===== config.mk =====
export PLATFORM = sky130hd
export DESIGN_NAME = axis_addr_burst
export DESIGN_NICKNAME = d
export VERILOG_FILES = /design/src/rtl/axis_addr_burst.sv
export SDC_FILE = /design/constraint.sdc
export NUM_CORES = 1
export LEC_CHECK = 0
export CAP_MARGIN = 20
export CORE_ASPECT_RATIO = 1.25
export CORE_UTILIZATION = 40
export CTS_BUF_LIST = sky130_fd_sc_hd__clkbuf_4
export DETAILED_ROUTE_END_ITERATION = 8
export HOLD_SLACK_MARGIN = 0.05
export PLACE_DENSITY = 0.67
export SYNTH_ARGS = -nofsm -noshare
export SYNTH_HDL_FRONTEND = slang
export SYNTH_SLANG_ARGS = --single-unit

===== constraint.sdc =====
create_clock -name clk -period 6.6 [get_ports clk]
set_input_delay 1.32 -clock clk [delete_from_list [all_inputs] [get_ports clk]]
set_output_delay 1.32 -clock clk [all_outputs]
set_load 0.01 [all_outputs]

===== src/rtl/axis_addr_burst.sv =====
// -----------------------------------------------------------------------------
// axis_addr_burst
//
// AXI address-channel generator for the AXIS streaming datapath. A command
// (start byte address + length in stream elements) is split into AXI bursts.
// Each burst is limited by BURST_MAX beats, by the 4 KB page it starts in, and
// by the words still to transfer. At most MAX_OUTSTANDING bursts may be issued
// but not yet completed. cmd_done pulses once every issued burst has completed.
//
// Ports
//   clk          : clock, all logic on the rising edge
//   rst          : synchronous active-high reset
//   cfg_address  : start byte address (low log2(BYTES) bits ignored)
//   cfg_length   : transfer length in stream elements
//   cfg_valid    : command valid
//   cfg_ready    : command ready (high only while idle)
//   axi_aready   : AXI address ready
//   axi_avalid   : AXI address valid
//   axi_aaddr    : burst start address
//   axi_alen     : burst length minus one
//   burst_done   : one-cycle pulse per completed burst
//   cmd_done     : one-cycle pulse when the whole command has completed
// -----------------------------------------------------------------------------
module axis_addr_burst #(
    parameter int CONFIG_DWIDTH   = 32,
    parameter int WIDTH_RATIO     = 16,
    parameter int CONVERT_SHIFT   = 4,
    parameter int AXI_LEN_WIDTH   = 8,
    parameter int AXI_ADDR_WIDTH  = 32,
    parameter int AXI_DATA_WIDTH  = 256,
    parameter int BURST_MAX       = 64,
    parameter int MAX_OUTSTANDING = 4
) (
    input  logic                      clk,
    input  logic                      rst,
    input  logic [CONFIG_DWIDTH-1:0]  cfg_address,
    input  logic [CONFIG_DWIDTH-1:0]  cfg_length,
    input  logic                      cfg_valid,
    output logic                      cfg_ready,
    input  logic                      axi_aready,
    output logic                      axi_avalid,
    output logic [AXI_ADDR_WIDTH-1:0] axi_aaddr,
    output logic [AXI_LEN_WIDTH-1:0]  axi_alen,
    input  logic                      burst_done,
    output logic                      cmd_done
);

    localparam int BYTES      = AXI_DATA_WIDTH / 8;
    localparam int BYTE_SHIFT = $clog2(BYTES);
    // One extra bit so that cfg_length + WIDTH_RATIO - 1 cannot overflow.
    localparam int WORDS_W    = CONFIG_DWIDTH + 1;
    localparam int LEN_W      = AXI_LEN_WIDTH + 1;
    localparam int OUT_W      = $clog2(MAX_OUTSTANDING + 1);

    typedef enum logic [6:0] {
        S_IDLE  = 7'b0000001,
        S_SETUP = 7'b0000010,
        S_CALC  = 7'b0000100,
        S_ISSUE = 7'b0001000,
        S_WAIT  = 7'b0010000,
        S_DRAIN = 7'b0100000,
        S_DONE  = 7'b1000000
    } state_t;

    state_t                    state_r;
    state_t                    state_nxt;

    logic [AXI_ADDR_WIDTH-1:0] addr_r;
    logic [AXI_LEN_WIDTH-1:0]  alen_r;
    logic [WORDS_W-1:0]        words_r;
    logic [LEN_W-1:0]          len_r;
    logic [OUT_W-1:0]          outstanding_r;

    logic [AXI_ADDR_WIDTH-1:0] addr_in;
    logic [WORDS_W-1:0]        words_in;
    logic [12:0]               bytes_to_4k;
    logic [WORDS_W-1:0]        len_calc;
    logic [WORDS_W-1:0]        words_rem;
    logic [AXI_ADDR_WIDTH-1:0] addr_step;
    logic                      out_lt_max;
    logic                      addr_hs;
    logic                      cmd_accept;

    function automatic logic [WORDS_W-1:0] min_w(input logic [WORDS_W-1:0] a,
                                                  input logic [WORDS_W-1:0] b);
        return (a < b) ? a : b;
    endfunction

    // Command decode: byte address aligned to the AXI data word, element
    // count rounded up to whole AXI words.
    assign addr_in  = AXI_ADDR_WIDTH'(cfg_address) & ({AXI_ADDR_WIDTH{1'b1}} << BYTE_SHIFT);
    assign words_in = (WORDS_W'(cfg_length) + WORDS_W'(WIDTH_RATIO - 1)) >> CONVERT_SHIFT;

    // Beats left before the next 4 KB page. addr_r is word aligned, so the
    // division by BYTES is exact.
    assign bytes_to_4k = 13'h1000 - {1'b0, addr_r[11:0]};
    assign len_calc    = min_w(min_w(words_r, WORDS_W'(BURST_MAX)),
                               WORDS_W'(bytes_to_4k >> BYTE_SHIFT));

    assign words_rem  = words_r - WORDS_W'(len_r);
    assign addr_step  = AXI_ADDR_WIDTH'(len_r) << BYTE_SHIFT;
    assign out_lt_max = (outstanding_r < OUT_W'(MAX_OUTSTANDING));
    assign cmd_accept = (state_r == S_IDLE) && cfg_valid;
    assign addr_hs    = (state_r == S_ISSUE) && axi_aready;

    always_ff @(posedge clk) begin
        if (rst) begin
            state_r <= S_IDLE;
        end else begin
            state_r <= state_nxt;
        end
    end

    always_comb begin
        state_nxt  = state_r;
        cfg_ready  = 1'b0;
        axi_avalid = 1'b0;
        cmd_done   = 1'b0;
        case (state_r)
            S_IDLE: begin
                cfg_ready = 1'b1;
                if (cfg_valid) state_nxt = S_SETUP;
            end
            S_SETUP: begin
                state_nxt = (words_r == '0) ? S_DONE : S_CALC;
            end
            S_CALC: begin
                state_nxt = out_lt_max ? S_ISSUE : S_WAIT;
            end
            S_WAIT: begin
                if (out_lt_max) state_nxt = S_ISSUE;
            end
            S_ISSUE: begin
                axi_avalid = 1'b1;
                if (axi_aready) state_nxt = (words_rem != '0) ? S_CALC : S_DRAIN;
            end
            S_DRAIN: begin
                if (outstanding_r == '0) state_nxt = S_DONE;
            end
            S_DONE: begin
                cmd_done  = 1'b1;
                state_nxt = S_IDLE;
            end
            default: begin
                state_nxt = S_IDLE;
            end
        endcase
    end

    // Address and beat count are visible on the AXI port, so they are reset.
    // The address wraps modulo 2^AXI_ADDR_WIDTH by plain truncation.
    always_ff @(posedge clk) begin
        if (rst) begin
            addr_r <= '0;
            alen_r <= '0;
        end else begin
            if (cmd_accept) begin
                addr_r <= addr_in;
            end else if (addr_hs) begin
                addr_r <= addr_r + addr_step;
            end
            if (state_r == S_CALC) begin
                alen_r <= AXI_LEN_WIDTH'(len_calc - WORDS_W'(1));
            end
        end
    end

    // Internal working registers: always loaded before use.
    always_ff @(posedge clk) begin
        if (cmd_accept) begin
            words_r <= words_in;
        end else if (addr_hs) begin
            words_r <= words_rem;
        end
        if (state_r == S_CALC) begin
            len_r <= LEN_W'(len_calc);
        end
    end

    // Outstanding bursts. Completions are counted in every state so that
    // stragglers from an earlier command still drain the counter; a
    // completion with nothing outstanding is dropped.
    always_ff @(posedge clk) begin
        if (rst) begin
            outstanding_r <= '0;
        end else if (addr_hs && !burst_done) begin
            outstanding_r <= outstanding_r + OUT_W'(1);
        end else if (!addr_hs && burst_done && (outstanding_r != '0)) begin
            outstanding_r <= outstanding_r - OUT_W'(1);
        end
    end

    assign axi_aaddr = addr_r;
    assign axi_alen  = alen_r;

endmodule


==> out/summary.txt, run 1 <==
Int Pwr: 0.00107 W
Switching Fraction: 34.4%
Worst vdd ir: 0.119 mV
Post-CTS Setup Inserts: 0
CTS sink cnt: 87
Rows: 51
Hold depth: 2
Hold-fix buffers, CTS: 0
FF+latch count, synth: 87
Vias/cell: 5.41
Most used cell, CP: ha_1
PD cells: 211 mW/mm^2
Sw power: 0.000561 W
Lkg Pwr: 2.88 nW
# fillers: 1544
I/O Buffers: 101
FFs w/ async S/R, synth: 0%
Die height: 143 microns
Mapped Area: 0.00633 sq mm
Fmax achieved: 0.201 GHz
MaxCap Viol Count: 0
Routed Wire Length: 16.2 mm
Placed Area: 0.00754 sq mm
Clock group share of total power: 24.2%
Post-Layout Inst Area: 0.00773 sq mm
HP Class: reg2reg
Worst rel slew slack: 41.0%
Final setup violation count: 0
Post-Synth Adder-Cell Area: 6.28%
Synth Area in Compound Gates: 17.3%
Comb pwr share: 33.6%
Sequential element share of the synthesized area: 33.5%
CTS clk-pin slew, worst paths: 0.14 ns
Pre-CTS WS: 1.64 ns
Synth cell types: 66
Crit path setup slack, layout: 1.61 ns
Post-synth EDFFs: 38
Vias: 5823
Ports: 112
Synth Area in XOR/XNOR: 9.96%
Post-synth top area share: 18.0%
DR pass1 iterations: 5
Multiplexer area fraction after synthesis: 2.07%
Placer Congestion: 0.889
Worst-case clock buffer depth: 2
HPWL after DPL: 12.2 mm
Number of CTS-inserted buffers: 9
Ys flop type: dfxtp_1
Critical Path RT: 7.00 ns
GR Overflow Total: 0
Final Hold Fails: 0
Total power: 0.00163 W
Mapped Cells: 766
Crit path largest cell delay: 0.53 ns
Largest family of logic cells by synthesized area: simple AND/OR/NAND/NOR gates
Fin crit share: 75.5%
Routed len/inst: 15.1 microns
Total core area: 0.0155 sq mm
CP max-delay cell: nor4b_4
Critical-path cell list: or3_1, or3_4, nor4b_4, nand2_1, inv_1, ha_1, a22o_1, nor4_1, a31oi_4, mux2i_1, ha_1, nand3_1, nand3b_1, xnor2_1, a211o_1, a21oi_1
Total GRT Usage: 20.7%
Final layout net count: 958
1st-iter DRT viols: 365
Synth Warn #: 0
Synth area leaders: edfxtp_1 18%, dfxtp_1 15%, nor2_1 5.5%
Global-route wire length before repair: 26.9 mm
Initial antenna violation count: 1
Slew Limit Fails: 0
R2r worst-path depth: 16
FF+latch area: 0.00212 sq mm
Initial Util: 40.8%
RSZ-0062 raised after global routing: false
Simple-Gate Fraction of Synth Area: 26.2%
Crit path max fanout: 19
Largest net degree at the start of global routing: 69
Commonest cells in the netlist: 92 x nor2_1, 68 x nand2_1, 49 x dfxtp_1
Min Tclk post-route: 4.99 ns
Die width: 115 microns
Later-pin clock latency in the skew report: 0.48 ns
H-tree Lvls: 3
TNS Setup: 0 ns
Startpoint type of the worst setup path: flop
CP arrival: 5.39 ns
Final ANT Viol Nets: 0
Layout cell share with drive strength beyond 1: 4.98%
Area of the multi-input gates: 0.00395 sq mm
Mapped Avg Cell Area: 8.27 sq um
Clk root buf: clkbuf_4
Crit path kind: reg2reg
Clock Skew: 0.0270 ns
Nature of the critical path endpoint: flop
Sequential cell fraction of total power: 42.2%
Post-CTS Resized: 0
Die ar.: 0.0163 sq mm
Count leader, synth: nor2_1
CTS tree: yes
Via count of the first global-routing pass: 5523
Layout area overhead: 22.0%
Status: finished, final reports clean
Worst Max-Slew Pin Slew: 0.885 ns
Leading area contributor after synthesis: edfxtp_1
DRC: 0
[state kept, by name, indices dropped and copies added, names as in the netlist]
signal,cells
outstanding_r,3
words_r,33
axi_aaddr,27
axi_alen,8
len_r,9
state_r,7
[power by group through the flow]
stage                     sequential (W)  clock [W]  combinational [W]
after floorplan                 0.000690          0           0.000378
after global placement          0.000700          0           0.000542
after detailed placement        0.000701          0           0.000547
after CTS                       0.000689   0.000399           0.000551
after global routing            0.000698   0.000420           0.000614
final                           0.000689   0.000395           0.000549
[cells in the final DEF (no fill, tap or decap), types with 5 or more instances in the layout]
master	count
a221oi_1	7
nor2_1	92
conb_1	7
o211ai_1	6
a21oi_1	46
or3_1	19
o21ai_0	32
or2_2	8
nand4_1	11
nor4_1	17
edfxtp_1	38
nand3_1	30
and3_1	7
and2_1	6
a311oi_1	6
nor3_1	26
buf_4	6
xnor2_1	35
o21a_1	6
o2111ai_1	5
a211oi_1	14
nand3b_1	5
ha_1	27
nand2b_1	6
a21o_1	5
nand2_1	67
nor2b_1	10
dfxtp_1	49
inv_1	40
mux2i_1	12
clkdlybuf4s50_1	100
xor2_1	37
clkbuf_4	9
a31oi_1	6
[stage by stage]
| step | utilization, % | instances | hold WS (ns) |
|---|---|---|---|
| 2_1_floorplan | - | 772 | 0.471 |
| 3_3_place_gp | 48.6 | 1060 | 0.445 |
| 3_5_place_dp | 48.6 | 1060 | 0.448 |
| 4_1_cts | 49.8 | 1076 | 0.466 |
| 5_1_grt | 49.8 | 1077 | 0.482 |
| 6_report | 49.8 | 1077 | 0.464 |
[layout make-up]
| cell class | instances | area share [%] |
|---|---|---|
| Multi-Input combinational cell | 613 | 51.1 |
| Sequential cell | 87 | 27.5 |
| Timing Repair Buffer | 107 | 13.6 |
| Tap cell | 212 | 3.43 |
| Inverter | 41 | 1.99 |
| Clock inverter | 7 | 1.54 |
| Clock buffer | 9 | 0.874 |
| Antenna cell | 1 | 0.0324 |
[worst max-delay path, delay by kind of cell (launching register included)]
family | cells | cell delay, ns
AND/OR/NAND/NOR | 7 | 2.21
AO/OA/AOI/OAI | 4 | 1.01
adder cells (fa/ha/maj) | 2 | 0.61
flip-flops | 1 | 0.47
multiplexers | 1 | 0.38
XOR/XNOR | 1 | 0.15
buffers and inverters | 1 | 0.09
[cell families (layout without fill, tap and decap cells)]
kind of cell / after synthesis / in the layout
simple gates: 328 / 328
compound gates: 163 / 163
flops: 87 / 87
xor+xnor: 72 / 72
buf+inv: 72 / 164
fa+ha+maj: 30 / 30
mux: 13 / 13
other cells: 1 / 8
[final timing paths]
path / startpoint / end / slack, ns
worst max register to register: words_r[26]$_DFFE_PP_ / axi_alen[6]$_SDFFE_PP0N_ / 1.61
worst min register to register: axi_alen[0]$_SDFFE_PP0N_ / axi_alen[0]$_SDFFE_PP0N_ / 0.46
worst max-delay path: words_r[26]$_DFFE_PP_ / axi_alen[6]$_SDFFE_PP0N_ / 1.61
worst min-delay path: axi_alen[0]$_SDFFE_PP0N_ / axi_alen[0]$_SDFFE_PP0N_ / 0.46
[metal layers]
layer | global-route usage (%) | share of wire, %
met1 | 25.5 | 44
met2 | 37.2 | 50
met3 | 1.99 | 3.4
met4 | 8.13 | 2.0
met5 | 0 | 0
No activity file was read; power rests on OpenSTA's default activity.
==> inputs of run 2 (changes only) <==
--- a/config.mk
+++ b/config.mk
@@ -11,7 +11,7 @@
 export CTS_BUF_LIST = sky130_fd_sc_hd__clkbuf_4
 export DETAILED_ROUTE_END_ITERATION = 8
 export HOLD_SLACK_MARGIN = 0.05
-export PLACE_DENSITY = 0.67
+export PLACE_DENSITY = 0.7
 export SYNTH_ARGS = -nofsm -noshare
 export SYNTH_HDL_FRONTEND = slang
 export SYNTH_SLANG_ARGS = --single-unit
==> constraint.sdc (replaced) <==
create_clock -name clk -period 4.1 [get_ports clk]
set_input_delay 0.82 -clock clk [delete_from_list [all_inputs] [get_ports clk]]
set_output_delay 0.82 -clock clk [all_outputs]
set_load 0.01 [all_outputs]
==> run 2 against run 1 <==
Against the previous run: critical path depth is 3 higher; non-clock buffer count is 23 higher; die area stayed put; core utilization is 1.5 points higher; worst hold slack better by 0.0014 ns; sequential power is 61% higher; clock power is 19% higher; maximum frequency is 23% higher; register-to-register slack worse by 1.6 ns; count of clock-buffer cells in the layout stayed put; critical path type unchanged; critical endpoint unchanged.
==> out/summary.txt, run 2 (same netlist as run 1, synthesis figures left out) <==
Status: finished, final reports clean
GR Overflow Total: 0 (unchanged)
Largest net degree at the start of global routing: 48 (-30%)
Worst vdd ir: 0.128 mV (+8.2%)
HP Class: reg2reg
Number of CTS-inserted buffers: 9 (unchanged)
FF+latch area: 0.00212 sq mm (unchanged)
Ports: 112 (unchanged)
Critical Path RT: 4.49 ns (-2.51 ns)
Clk root buf: clkbuf_4
Final Hold Fails: 0 (unchanged)
Layout cell share with drive strength beyond 1: 9.24% (+4.3 points)
Worst-case clock buffer depth: 2 (unchanged)
R2r setup slk: 0.05 ns (-1.56 ns)
MaxCap Viol Count: 0 (unchanged)
Die ar.: 0.0163 sq mm (unchanged)
Vias: 5952 (+2.2%)
Rows: 51 (unchanged)
Vias/cell: 5.41 (about the same)
Final ANT Viol Nets: 0 (unchanged)
Placer Congestion: 0.885 (-0.44%)
Total core area: 0.0155 sq mm (unchanged)
Commonest cells after routing, fill and taps aside: 100 x clkdlybuf4s50_1, 92 x nor2_1, 64 x nand2_1
Post-layout util: 51.3% (+1.5 points)
Initial antenna violation count: 1 (unchanged)
Fmax achieved: 0.247 GHz (+23%)
Die width: 115 microns (unchanged)
Fin crit share: 98.7% (+23 points)
Crit path kind: reg2reg
Commonest non-fill, non-tap cell in the layout: clkdlybuf4s50_1
DRC: 0 (unchanged)
# fillers: 1499 (-2.9%)
Routed Wire Length: 16.8 mm (+3.2%)
Routed len/inst: 15.2 microns (+1.0%)
Nature of the critical path endpoint: flop
Fin Hold WS: 0.465 ns (+0.00139 ns)
1st-iter DRT viols: 456 (+25%)
CTS tree: yes
Min Tclk post-route: 4.05 ns (-0.940 ns)
Layout area overhead: 25.6%
Initial Util: 40.8% (unchanged)
Area of the multi-input gates: 0.00404 sq mm (+2.5%)
Final layout net count: 981 (+2.4%)
HPWL after DPL: 12.8 mm (+4.5%)
Crit path max fanout: 7 (-12)
CTS clk-pin slew, worst paths: 0.15 ns (about the same)
DR pass1 iterations: 5 (unchanged)
CP arrival: 4.44 ns (-0.95 ns)
Worst rel slew slack: 40.6% (-0.46 points)
Lkg Pwr: 2.99 nW (+3.9%)
CTS sink cnt: 87 (unchanged)
I/O Buffers: 101 (unchanged)
Clock Skew: 0.0211 ns (-0.00589 ns)
Total GRT Usage: 21.0% (+0.23 points)
Via count of the first global-routing pass: 5551 (+0.51%)
PD cells: 321 mW/mm^2 (+52%)
Largest reg by FF count: words_r
H-tree Lvls: 3 (unchanged)
Max reg flops: 33 (unchanged)
Placed Area: 0.00771 sq mm (+2.3%)
Later-pin clock latency in the skew report: 0.47 ns (about the same)
Final setup violation count: 0 (unchanged)
Startpoint type of the worst setup path: flop
RSZ-0062 raised after global routing: true
Post-Layout Inst Area: 0.00796 sq mm (+2.9%)
Die height: 143 microns (unchanged)
Global-route wire length before repair: 27.2 mm (+1.2%)
Slew Limit Fails: 0 (unchanged)
Worst Max-Slew Pin Slew: 0.892 ns (+0.00692 ns)
[run 2: changes by cell type in the layout (fill, tap and decap cells not counted), moves of 3 or more]
cell	change
buf_4	+20
bufinv_16	-3
inv_4	+4
nand2_1	-3
nor4_1	-3
[run 2: cell type report]
type,instances,share of cell area (%)
multi-input cells,613,50.8
flip-flops and latches,87,26.7
repair buffers,130,15.6
well taps,212,3.33
inverters,41,1.97
clock buffers,9,0.849
clock inverters,7,0.676
diodes,1,0.0315
[run 2: where the power goes]
| part | internal, W | leakage, nW | switching [W] |
|---|---|---|---|
| Combinational | 0.000462 | 2.16 | 0.000514 |
| Sequential | 0.00101 | 0.756 | 0.0000943 |
| Clock | 0.000133 | 0.0736 | 0.000337 |
| Total | 0.00161 | 2.99 | 0.000946 |
[run 2: routing by layer]
layer / vias to the layer above / GRT usage, % / routed length [microns]
li1: 3004 / - / -
met1: 2743 / 26.3 / 7370
met2: 157 / 35.7 / 8130
met3: 48 / 2.46 / 586
met4: 0 / 9.98 / 667
met5: - / 0 / 0
[run 2: final timing paths]
| check | from | endpoint | cells past startpoint |
|---|---|---|---|
| worst max-delay path | words_r[25]$_DFFE_PP_ | axi_alen[6]$_SDFFE_PP0N_ | 19 |
| worst min-delay path | axi_alen[0]$_SDFFE_PP0N_ | axi_alen[0]$_SDFFE_PP0N_ | 2 |
| worst max register to register | words_r[25]$_DFFE_PP_ | axi_alen[6]$_SDFFE_PP0N_ | 19 |
| worst min register to register | axi_alen[0]$_SDFFE_PP0N_ | axi_alen[0]$_SDFFE_PP0N_ | 2 |
[run 2: timing repair]
action | in CTS | in global routing
setup endpoints to repair | 1 | 2
pin swaps | 0 | 14
hold buffers | 0 | 0
resized for setup | 1 | 22
buffers inserted | 0 | 2
[run 2: per-stage QoR]
step	setup TNS (ns)	cells	setup WS [ns]	power [W]
after CTS	0	1097	0.0534	0.00253
after global placement	0	1081	0.137	0.00205
after detailed placement	0	1081	0.0333	0.00206
after global routing	-0.194	1100	-0.114	0.00272
final	0	1100	0.0546	0.00255
after floorplan	0	772	0.0488	0.00172
[run 2: critical path, cell delays in order, from the launching register on]
cell      delay, ns
edfxtp_1       0.44
or3_4          0.41
or3_4          0.41
nor4b_4        0.30
buf_6          0.17
nand2_4        0.06
inv_4          0.07
ha_4           0.18
o21a_1         0.18
o211ai_1       0.17
nand2_1        0.09
a21oi_2        0.17
a31oi_4        0.07
mux2i_2        0.23
ha_2           0.24
nand3_2        0.08
nand3b_1       0.19
xnor2_1        0.13
a211o_1        0.25
a21oi_1        0.13
==> inputs of run 3 (changes only) <==
--- a/config.mk
+++ b/config.mk
@@ -5,13 +5,14 @@
 export SDC_FILE = /design/constraint.sdc
 export NUM_CORES = 1
 export LEC_CHECK = 0
-export CAP_MARGIN = 20
 export CORE_ASPECT_RATIO = 1.25
 export CORE_UTILIZATION = 40
 export CTS_BUF_LIST = sky130_fd_sc_hd__clkbuf_4
 export DETAILED_ROUTE_END_ITERATION = 8
 export HOLD_SLACK_MARGIN = 0.05
 export PLACE_DENSITY = 0.7
+export RECOVER_POWER = 25
+export SKIP_LAST_GASP = 1
 export SYNTH_ARGS = -nofsm -noshare
 export SYNTH_HDL_FRONTEND = slang
 export SYNTH_SLANG_ARGS = --single-unit
==> run 3 against run 2 <==
Against the previous run: the flow now finishes with violations (capacitance limit, slew limit); clock skew is 0.0013 ns higher; first-iteration DRC count is 16% lower; worst hold slack worse by 0.0029 ns; worst setup slack better by 0.0018 ns; maximum frequency hardly changed; highest routed layer unchanged.
==> out/summary.txt, run 3 (same netlist as run 1, synthesis figures left out) <==
Clock group share of total power: 18.5% (about the same)
Final Hold Fails: 0 (unchanged)
CTS tree: yes
Global-route wire length before repair: 27.2 mm (unchanged)
MaxCap Viol Count: 1 (+1)
Largest reg by FF count: words_r
Die ar.: 0.0163 sq mm (unchanged)
Later-pin clock latency in the skew report: 0.47 ns (about the same)
Crit path largest cell delay: 0.44 ns (about the same)
DR pass1 iterations: 5 (unchanged)
Hold_sp: axi_alen[0]$_SDFFE_PP0N_
Die height: 143 microns (unchanged)
HPWL after DPL: 12.8 mm (unchanged)
Failing checks: capacitance limit, slew limit
CP arrival: 4.44 ns (about the same)
I/O Buffers: 101 (unchanged)
Placer Congestion: 0.885 (unchanged)
Crit path kind: reg2reg
TNS Setup: 0 ns (unchanged)
Status: complete, but fails checks
Via count of the first global-routing pass: 5551 (unchanged)
Hold Path Sink: axi_alen[0]$_SDFFE_PP0N_
Total GRT Usage: 21.0% (unchanged)
Final ANT Viol Nets: 0 (unchanged)
Sw power: 0.000944 W (-0.18%)
Commonest cells after routing, fill and taps aside: 92 x nor2_1, 80 x clkdlybuf4s50_1, 65 x nand2_1
Startpoint type of the worst setup path: flop
1st-iter DRT viols: 383 (-16%)
Layout area overhead: 25.2%
CTS sink cnt: 87 (unchanged)
Hold depth: 2 (unchanged)
Rows: 51 (unchanged)
Lkg Pwr: 3.04 nW (+1.6%)
Commonest non-fill, non-tap cell in the layout: nor2_1
R2r setup slk: 0.06 ns (about the same)
Nature of the critical path endpoint: flop
Number of CTS-inserted buffers: 9 (unchanged)
Layout cell share with drive strength beyond 1: 8.91% (-0.34 points)
Min Tclk post-route: 4.04 ns (-0.00181 ns)
H-tree Lvls: 3 (unchanged)
Worst-case clock buffer depth: 2 (unchanged)
Max reg flops: 33 (unchanged)
Comb pwr share: 38.0% (-0.2 points)
CTS clk-pin slew, worst paths: 0.15 ns (about the same)
PD cells: 321 mW/mm^2 (about the same)
Worst R2R End: axi_alen[6]$_SDFFE_PP0N_
Crit path setup slack, layout: 0.0565 ns (+0.00181 ns)
Initial antenna violation count: 1 (unchanged)
Most used cell, CP: or3_4
Clock Skew: 0.0224 ns (+0.00130 ns)
R2r worst-path depth: 19 (unchanged)
Hold-fix buffers, CTS: 0 (unchanged)
RR Startpoint: words_r[25]$_DFFE_PP_
Int Pwr: 0.00160 W (-0.44%)
CP max-delay cell: edfxtp_1
Ports: 112 (unchanged)
Routed Wire Length: 16.7 mm (-0.16%)
DRC: 0 (unchanged)
Critical-path cell list: or3_4, or3_4, nor4b_4, buf_6, nand2_4, inv_4, ha_4, o21a_1, o211ai_1, nand2_1, a21oi_2, a31oi_4, mux2i_2, ha_2, nand3_2, nand3b_1, xnor2_1, a211o_1, a21oi_1
Routed len/inst: 15.2 microns (-0.16%)
Worst rel slew slack: -21.7% (-62 points)
Worst vdd ir: 0.127 mV (-0.78%)
Crit path max fanout: 7 (unchanged)
Total core area: 0.0155 sq mm (unchanged)
Switching Fraction: 37.1% (+0.061 points)
Die width: 115 microns (unchanged)
Vias/cell: 5.40 (-0.12%)
Final layout net count: 981 (unchanged)
RSZ-0062 raised after global routing: true
Sequential cell fraction of total power: 43.5% (about the same)
Largest net degree at the start of global routing: 48 (unchanged)
Slew Limit Fails: 36 (+36)
HP Class: reg2reg
Post-layout util: 51.2% (-0.15 points)
Total power: 0.00254 W (-0.35%)
Fin crit share: 98.6% (about the same)
Worst Max-Slew Pin Slew: 1.82 ns (+0.933 ns)
Clk root buf: clkbuf_4
GR Overflow Total: 0 (unchanged)
Initial Util: 40.8% (unchanged)
Critical Path RT: 4.49 ns (about the same)
Pre-CTS WS: 0.0333 ns (unchanged)
Final setup violation count: 0 (unchanged)
Vias: 5945 (-0.12%)
Fin Hold WS: 0.462 ns (-0.00290 ns)
Fmax achieved: 0.247 GHz (about the same)
run 3: layer usage:
metal	wire length [microns]	GRT usage, %
met1	7380	26.3
met2	8130	35.7
met3	576	2.46
met4	643	9.98
met5	0	0
run 3: what timing repair did:
item,4_1_cts,5_1_grt
pin swaps,0,14
buffers inserted,0,2
setup endpoints to repair,1,2
gates resized for setup,1,21
run 3: worst max-delay path by stage:
| stage | slack, ns | start | endpoint |
|---|---|---|---|
| 2_1_floorplan | 0.05 | words_r[26]$_DFFE_PP_ | axi_alen[6]$_SDFFE_PP0N_ |
| 3_3_place_gp | 0.14 | words_r[26]$_DFFE_PP_ | axi_alen[6]$_SDFFE_PP0N_ |
| 3_5_place_dp | 0.03 | words_r[26]$_DFFE_PP_ | axi_alen[6]$_SDFFE_PP0N_ |
| 4_1_cts | 0.05 | words_r[26]$_DFFE_PP_ | axi_alen[6]$_SDFFE_PP0N_ |
| 5_1_grt | -0.11 | words_r[25]$_DFFE_PP_ | axi_alen[6]$_SDFFE_PP0N_ |
| 6_report | 0.06 | words_r[25]$_DFFE_PP_ | axi_alen[6]$_SDFFE_PP0N_ |
run 3: power groups by stage:
stage | registers [W] | clock network (W) | logic, W
floorplan | 0.00111 | 0 | 0.000609
global placement | 0.00112 | 0 | 0.000927
detailed placement | 0.00112 | 0 | 0.000936
CTS | 0.00110 | 0.000482 | 0.000945
global route | 0.00112 | 0.000516 | 0.00107
finish | 0.00111 | 0.000470 | 0.000968
run 3: final cells by class:
cell class	instances	area (sq um)
fillers	1502	7570
multi-input cells	613	4040
flip-flops and latches	87	2120
repair buffers	130	1220
well taps	212	265
inverters	41	156
clock buffers	9	67.6
clock inverters	7	53.8
diodes	1	2.50
run 3: worst max-delay path: cells and delay by family, from the launching register on:
family | cells | cell delay [ns]
and+or+nand+nor | 7 | 1.54
AOI/OAI and AO/OA | 6 | 0.97
DFF | 1 | 0.44
adders and majority gates | 2 | 0.42
buffers and inverters | 2 | 0.24
muxes | 1 | 0.24
xor gates and xnor gates | 1 | 0.13
run 3: metrics by stage:
step                cell area, sq um  cells
floorplan                       6360    772
detailed placement              7710   1081
global placement                7710   1081
finish                          7930   1100
CTS                             7840   1097
global route                    7930   1100
